[src/rtl/bram_ddr3_mover.sv]
// ============================================================================
// Module   : bram_ddr3_mover
// Brief    : Copies word blocks between a local BRAM and a DDR3 app port.
//            Optional stall watchdog: BRAM_DDR3_MOVER_TIMEOUT_EN
// Revision : 1.0
// ============================================================================
`default_nettype none

module bram_ddr3_mover #(
    parameter int MEM_DEPTH  = 10,
    parameter int DATA_WIDTH = 32,
    parameter int ADDR_INC   = 8
) (
    input  logic                  clk,
    input  logic                  rst,
    input  logic                  i_start_wr,
    input  logic                  i_start_rd,
    input  logic [27:0]           i_ddr_addr,
    input  logic [MEM_DEPTH:0]    i_count,
    output logic                  o_busy,
    output logic                  o_done,
    output logic                  o_error,
    output logic                  o_bram_we,
    output logic [MEM_DEPTH-1:0]  o_bram_addr,
    output logic [DATA_WIDTH-1:0] o_bram_din,
    input  logic [DATA_WIDTH-1:0] i_bram_dout,
    output logic                  o_app_en,
    output logic [2:0]            o_app_cmd,
    output logic [27:0]           o_app_addr,
    input  logic                  i_app_rdy,
    output logic                  o_app_wdf_wren,
    output logic                  o_app_wdf_end,
    output logic [DATA_WIDTH-1:0] o_app_wdf_data,
    input  logic                  i_app_wdf_rdy,
    input  logic [DATA_WIDTH-1:0] i_app_rd_data,
    input  logic                  i_app_rd_data_valid
);

    localparam logic [2:0] ST_IDLE     = 3'd0;
    localparam logic [2:0] ST_WR_FETCH = 3'd1;
    localparam logic [2:0] ST_WR_LATCH = 3'd2;
    localparam logic [2:0] ST_WR_XFER  = 3'd3;
    localparam logic [2:0] ST_RD_XFER  = 3'd4;
    localparam logic [2:0] ST_DONE     = 3'd5;

    localparam logic [MEM_DEPTH:0]   CNT_ONE  = (MEM_DEPTH+1)'(1);
    localparam logic [MEM_DEPTH:0]   CNT_MAX  = {1'b1, {MEM_DEPTH{1'b0}}};
    localparam logic [MEM_DEPTH-1:0] PTR_ONE  = MEM_DEPTH'(1);
    localparam logic [27:0]          DDR_STEP = 28'(ADDR_INC);

    logic [2:0]            state_q, state_d;
    logic [MEM_DEPTH:0]    count_q, count_d;
    logic [MEM_DEPTH:0]    issued_q, issued_d;
    logic [MEM_DEPTH:0]    received_q, received_d;
    logic [27:0]           ddr_ptr_q, ddr_ptr_d;
    logic [MEM_DEPTH-1:0]  bram_ptr_q, bram_ptr_d;
    logic                  cmd_acc_q, cmd_acc_d;
    logic                  dat_acc_q, dat_acc_d;
    logic [DATA_WIDTH-1:0] wdf_data_q, wdf_data_d;

    logic                  cmd_hs;
    logic                  dat_hs;
    logic                  stall_fire;
    logic [MEM_DEPTH:0]    issued_inc;
    logic [MEM_DEPTH:0]    received_inc;

    assign cmd_hs         = o_app_en & i_app_rdy;
    assign dat_hs         = o_app_wdf_wren & i_app_wdf_rdy;
    assign issued_inc     = issued_q + CNT_ONE;
    assign received_inc   = received_q + CNT_ONE;
    assign o_app_wdf_end  = o_app_wdf_wren;
    assign o_app_wdf_data = wdf_data_q;

    // State register
    always_ff @(posedge clk or posedge rst) begin
        if (rst) begin
            state_q <= ST_IDLE;
        end else begin
            state_q <= state_d;
        end
    end

    always_ff @(posedge clk or posedge rst) begin
        if (rst) begin
            count_q    <= '0;
            issued_q   <= '0;
            received_q <= '0;
            ddr_ptr_q  <= '0;
            bram_ptr_q <= '0;
            cmd_acc_q  <= 1'b0;
            dat_acc_q  <= 1'b0;
            wdf_data_q <= '0;
        end else begin
            count_q    <= count_d;
            issued_q   <= issued_d;
            received_q <= received_d;
            ddr_ptr_q  <= ddr_ptr_d;
            bram_ptr_q <= bram_ptr_d;
            cmd_acc_q  <= cmd_acc_d;
            dat_acc_q  <= dat_acc_d;
            wdf_data_q <= wdf_data_d;
        end
    end

    // Next state and datapath
    always_comb begin
        state_d    = state_q;
        count_d    = count_q;
        issued_d   = issued_q;
        received_d = received_q;
        ddr_ptr_d  = ddr_ptr_q;
        bram_ptr_d = bram_ptr_q;
        cmd_acc_d  = cmd_acc_q;
        dat_acc_d  = dat_acc_q;
        wdf_data_d = wdf_data_q;
        case (state_q)
            ST_IDLE: begin
                if (i_start_wr || i_start_rd) begin
                    count_d    = (i_count > CNT_MAX) ? CNT_MAX : i_count;
                    ddr_ptr_d  = i_ddr_addr;
                    bram_ptr_d = '0;
                    issued_d   = '0;
                    received_d = '0;
                    cmd_acc_d  = 1'b0;
                    dat_acc_d  = 1'b0;
                    if (i_count == '0)   state_d = ST_DONE;
                    else if (i_start_wr) state_d = ST_WR_FETCH;
                    else                 state_d = ST_RD_XFER;
                end
            end
            ST_WR_FETCH: state_d = ST_WR_LATCH;
            ST_WR_LATCH: begin
                wdf_data_d = i_bram_dout;
                state_d    = ST_WR_XFER;
            end
            ST_WR_XFER: begin
                // Command and data channels complete independently; advance once both have.
                if ((cmd_acc_q || cmd_hs) && (dat_acc_q || dat_hs)) begin
                    cmd_acc_d  = 1'b0;
                    dat_acc_d  = 1'b0;
                    bram_ptr_d = bram_ptr_q + PTR_ONE;
                    ddr_ptr_d  = ddr_ptr_q + DDR_STEP;
                    issued_d   = issued_inc;
                    state_d    = (issued_inc == count_q) ? ST_DONE : ST_WR_FETCH;
                end else begin
                    cmd_acc_d = cmd_acc_q | cmd_hs;
                    dat_acc_d = dat_acc_q | dat_hs;
                end
            end
            ST_RD_XFER: begin
                if (cmd_hs) begin
                    issued_d  = issued_inc;
                    ddr_ptr_d = ddr_ptr_q + DDR_STEP;
                end
                if (i_app_rd_data_valid) begin
                    bram_ptr_d = bram_ptr_q + PTR_ONE;
                    received_d = received_inc;
                    if (received_inc == count_q) state_d = ST_DONE;
                end
            end
            ST_DONE: state_d = ST_IDLE;
            default: state_d = ST_IDLE;
        endcase
        if (stall_fire) begin
            state_d   = ST_DONE;
            cmd_acc_d = 1'b0;
            dat_acc_d = 1'b0;
        end
    end

    // Outputs
    always_comb begin
        o_busy         = (state_q != ST_IDLE);
        o_done         = 1'b0;
        o_bram_we      = 1'b0;
        o_bram_addr    = '0;
        o_bram_din     = '0;
        o_app_en       = 1'b0;
        o_app_cmd      = 3'b000;
        o_app_addr     = '0;
        o_app_wdf_wren = 1'b0;
        case (state_q)
            ST_WR_FETCH: o_bram_addr = bram_ptr_q;
            ST_WR_XFER: begin
                o_app_en       = ~cmd_acc_q;
                o_app_addr     = ddr_ptr_q;
                o_app_wdf_wren = ~dat_acc_q;
            end
            ST_RD_XFER: begin
                o_app_en   = (issued_q != count_q);
                o_app_cmd  = 3'b001;
                o_app_addr = ddr_ptr_q;
                if (i_app_rd_data_valid) begin
                    o_bram_we   = 1'b1;
                    o_bram_addr = bram_ptr_q;
                    o_bram_din  = i_app_rd_data;
                end
            end
            ST_DONE: o_done = 1'b1;
            default: ;
        endcase
    end

`ifdef BRAM_DDR3_MOVER_TIMEOUT_EN
    logic [15:0] stall_q, stall_d;
    logic        error_q, error_d;

    always_comb begin
        stall_d    = stall_q;
        error_d    = error_q;
        stall_fire = 1'b0;
        if (state_q == ST_IDLE || cmd_hs || dat_hs || i_app_rd_data_valid) begin
            stall_d = '0;
        end else if (stall_q == 16'hFFFF) begin
            stall_fire = 1'b1;
            stall_d    = '0;
            error_d    = 1'b1;
        end else begin
            stall_d = stall_q + 16'd1;
        end
    end

    always_ff @(posedge clk or posedge rst) begin
        if (rst) begin
            stall_q <= '0;
            error_q <= 1'b0;
        end else begin
            stall_q <= stall_d;
            error_q <= error_d;
        end
    end

    assign o_error = error_q;
`else
    assign stall_fire = 1'b0;
    assign o_error    = 1'b0;
`endif

endmodule

`default_nettype wire

[config.mk]
export PLATFORM = sky130hd
export DESIGN_NAME = bram_ddr3_mover
export DESIGN_NICKNAME = d
export VERILOG_FILES = /design/src/rtl/bram_ddr3_mover.sv
export SDC_FILE = /design/constraint.sdc
export NUM_CORES = 1
export LEC_CHECK = 0
export CORE_ASPECT_RATIO = 2
export CORE_UTILIZATION = 50
export CTS_CLUSTER_SIZE = 24
export DETAILED_ROUTE_END_ITERATION = 10
export PLACE_DENSITY_LB_ADDON = 0.05
export SETUP_SLACK_MARGIN = 0.15
export SYNTH_ARGS = -nofsm -noshare
export SYNTH_HDL_FRONTEND = slang
export SYNTH_SLANG_ARGS = --single-unit
[constraint.sdc]
create_clock -name clk -period 9.4 [get_ports clk]
set_input_delay 1.88 -clock clk [delete_from_list [all_inputs] [get_ports clk]]
set_output_delay 1.88 -clock clk [all_outputs]
set_load 0.05 [all_outputs]
==> metrics.txt <==
RR Endpoint received_q[7]$_DFFE_PP0P_; antenna-violating nets left 0; top cells by area, synth dfrtp_1 (42%), and2_1 (6.9%), mux2_2 (5.6%); Hold EP ddr_ptr_q[0]$_DFFE_PP0P_; area leader, netlist dfrtp_1; Clock Skews 11.0 ps; Vias 6082; data arrival time of the worst path 4590 ps; Crit Path Class input port to primary output; Least-Margin Pin Slew 985 ps; RSZ-0062 raised after global routing no; DR top layer met4; Pwr Total 3.07 mW; Layout Nets 1016; CTS resizes 0; nature of the critical path startpoint input port; Yosys warning count 0; DR WL/cell approximately 17 µm; post-route core utilization 0.714; share of layout cells above drive strength 1 0.0750; antenna violations before repair 0; CTS tree yes; Achievable Freq 155 MHz; CTS Buf Count 9; Die H 162 µm; fin crit share 0.688; Synth Cell Area between 6000 and 7000 µm²; max_slew headroom 0.343; first-pass detailed-route iteration total 4; Yosys top cell area share 0.423; H-tree levels 3; leak pwr 3.66 nW; die area 13300 µm²; first-pass GRT wire length about 28 mm; Tightest Hold Check Type flop to flop; Antenna Cells 0; count leader, synth dfrtp_1; vias per cell 5.75; Worst-Skew Late Latency ~350 ps; Worst R2R Start state_q[2]$_DFFE_PP0P_; met2 WL approximately 10 mm; initial core utilization 0.512; Initial DRC Count 285; final hold violation count 0; Cell variety after synth 66; Crit. End Element primary output; deepest clock path buffer count 2; Critical Path Fanout Max approximately 40; cell depth of the worst min-delay path 2; Async S/R FF share, synth 1.00; R2R cell count 7; post-placement cell count around 1000; GRT Total Usage 0.280; Setup violations, final 0; pin count of the biggest net entering global routing 77; row count 58; peak supply drop 0.266 mV; DRC 0; gpl congestion 0.894; cells after synthesis 709; Worst-path clk slew around 80 ps; clock sink count roughly 110; DRT Wirelength between 15 and 20 mm; vias in the first global route ~6000; PD cells 344 nW/µm²; floorplan core area roughly 12000 µm²; CTS Root Cell clkbuf_16; post-DP HPWL between 10 and 15 mm; Final Slew Violations 0; Synth-to-Final Area Change 39.4%; IO Pins between 200 and 250; flop2flop setup slack 6270 ps; status completed; Max-Cap Viols 0; routed length on met3 914 µm; grt total ovfl 0; EDFF count, synth 0; hold slack 477 ps; number of setup buffers added after CTS 0; ys flop type dfrtp_1; worst hold start ddr_ptr_q[0]$_DFFE_PP0P_; Post-synth top cells dfrtp_1 (108), nand2_1 (79), and2_1 (70); Final TNS setup 0 ps; hold-fix buffer count after cts 0; Seq/Total Area, Yosys 0.423; fin crit period 6470 ps; PortBufs ~220; Post-Layout Cell Count 1057; Post-Route M1 WL 6.47 mm; Seq cells post-synth 108; mean post-synth cell area 9.01 µm²; DIE WIDTH about 80 µm; CP required roughly 7500 ps
## per-layer routing
metal  vias up  global-route usage
met1      2911               0.286
met4         0               0.151
met5         -                   0
li1       2900                   -
met3        52              0.0371
met2       219               0.524
## per-stage QoR
stage,instance area [µm²],setup slack (ps)
after floorplan,6400,4330
final,8910,2930
after CTS,8910,2900
after detailed placement,8600,2910
after global routing,8910,2730
after global placement,8600,3040
## flip-flops by register name (all words and copies together), names as in the netlist
register	cells
o_app_wdf_data	32
ddr_ptr_q	28
count_q	11
issued_q	11
received_q	11
bram_ptr_q	10
state_q	3
cmd_acc_q	1
dat_acc_q	1
## layout by cell type, fill, tap and decap left out, types with 3 or more instances in the layout
master,netlist,final
nand3b_1,11,11
nor2_1,41,40
o22ai_1,10,10
or3_1,12,12
ha_1,4,4
nand2b_1,8,8
xor2_1,10,10
a21oi_2,3,3
clkbuf_16,0,9
nand4_1,11,11
and4_1,4,4
mux2_2,32,32
inv_1,17,16
a31oi_1,3,3
o21ai_0,40,40
nand3_1,25,25
o2bb2ai_1,4,4
o21ai_1,5,5
nor3_1,5,5
clkdlybuf4s50_1,0,218
nor4_1,4,4
o31ai_1,15,15
a32o_1,3,3
nand2_1,79,78
a21oi_1,47,47
a2bb2oi_1,5,5
dfrtp_1,108,108
and3_1,8,8
xnor2_1,22,22
buf_4,4,6
a211oi_1,3,3
a22o_1,5,5
o211ai_1,3,3
a21o_1,8,8
and2_1,70,70
conb_1,1,3
or4_1,5,5
## power by group
part / internal (mW) / total, mW / switching [mW]
registers: 0.644 / 0.824 / 0.180
logic: 0.686 / 1.86 / 1.18
clock network: 0.190 / 0.381 / 0.191
## worst max-delay path by stage
stage | start | to | slack [ps]
detailed placement | i_app_rd_data_valid | o_bram_din[30] | 2910
finish | i_app_rd_data_valid | o_bram_din[30] | 2930
global route | i_app_rd_data_valid | o_bram_din[17] | 2730
CTS | i_app_rd_data_valid | o_bram_din[30] | 2900
floorplan | i_app_rd_data_valid | o_bram_din[22] | 4330
global placement | i_app_rd_data_valid | o_bram_din[2] | 3040
## worst max-delay path: stages
cell and delay (ps):
clkdlybuf4s50_1 600, nand2_1 310, inv_1 750, and2_1 230, clkdlybuf4s50_1 810
## logic make-up (layout without fill, tap and decap cells)
| group | Yosys count | in the layout | share of synthesized area |
|---|---|---|---|
| xor+xnor | 32 | 32 | 0.0439 |
| compound gates | 174 | 174 | 0.178 |
| other cells | 1 | 3 | 0.000587 |
| buf+inv | 61 | 257 | 0.0444 |
| mux | 33 | 33 | 0.0579 |
| simple gates | 296 | 296 | 0.245 |
| fa+ha+maj | 4 | 4 | 0.00783 |
| flops | 108 | 108 | 0.423 |
## layout make-up
cell class                 instances  area (µm²)
timing repair buffer             224        2230
multi-input combinational        542        3420
fill                            1012        3570
tap                              150         188
clock buffer                       9         225
clock inverter                     7        80.1
sequential                       108        2700
inverter                          17        66.3
No activity file was read; power rests on OpenSTA's default activity.
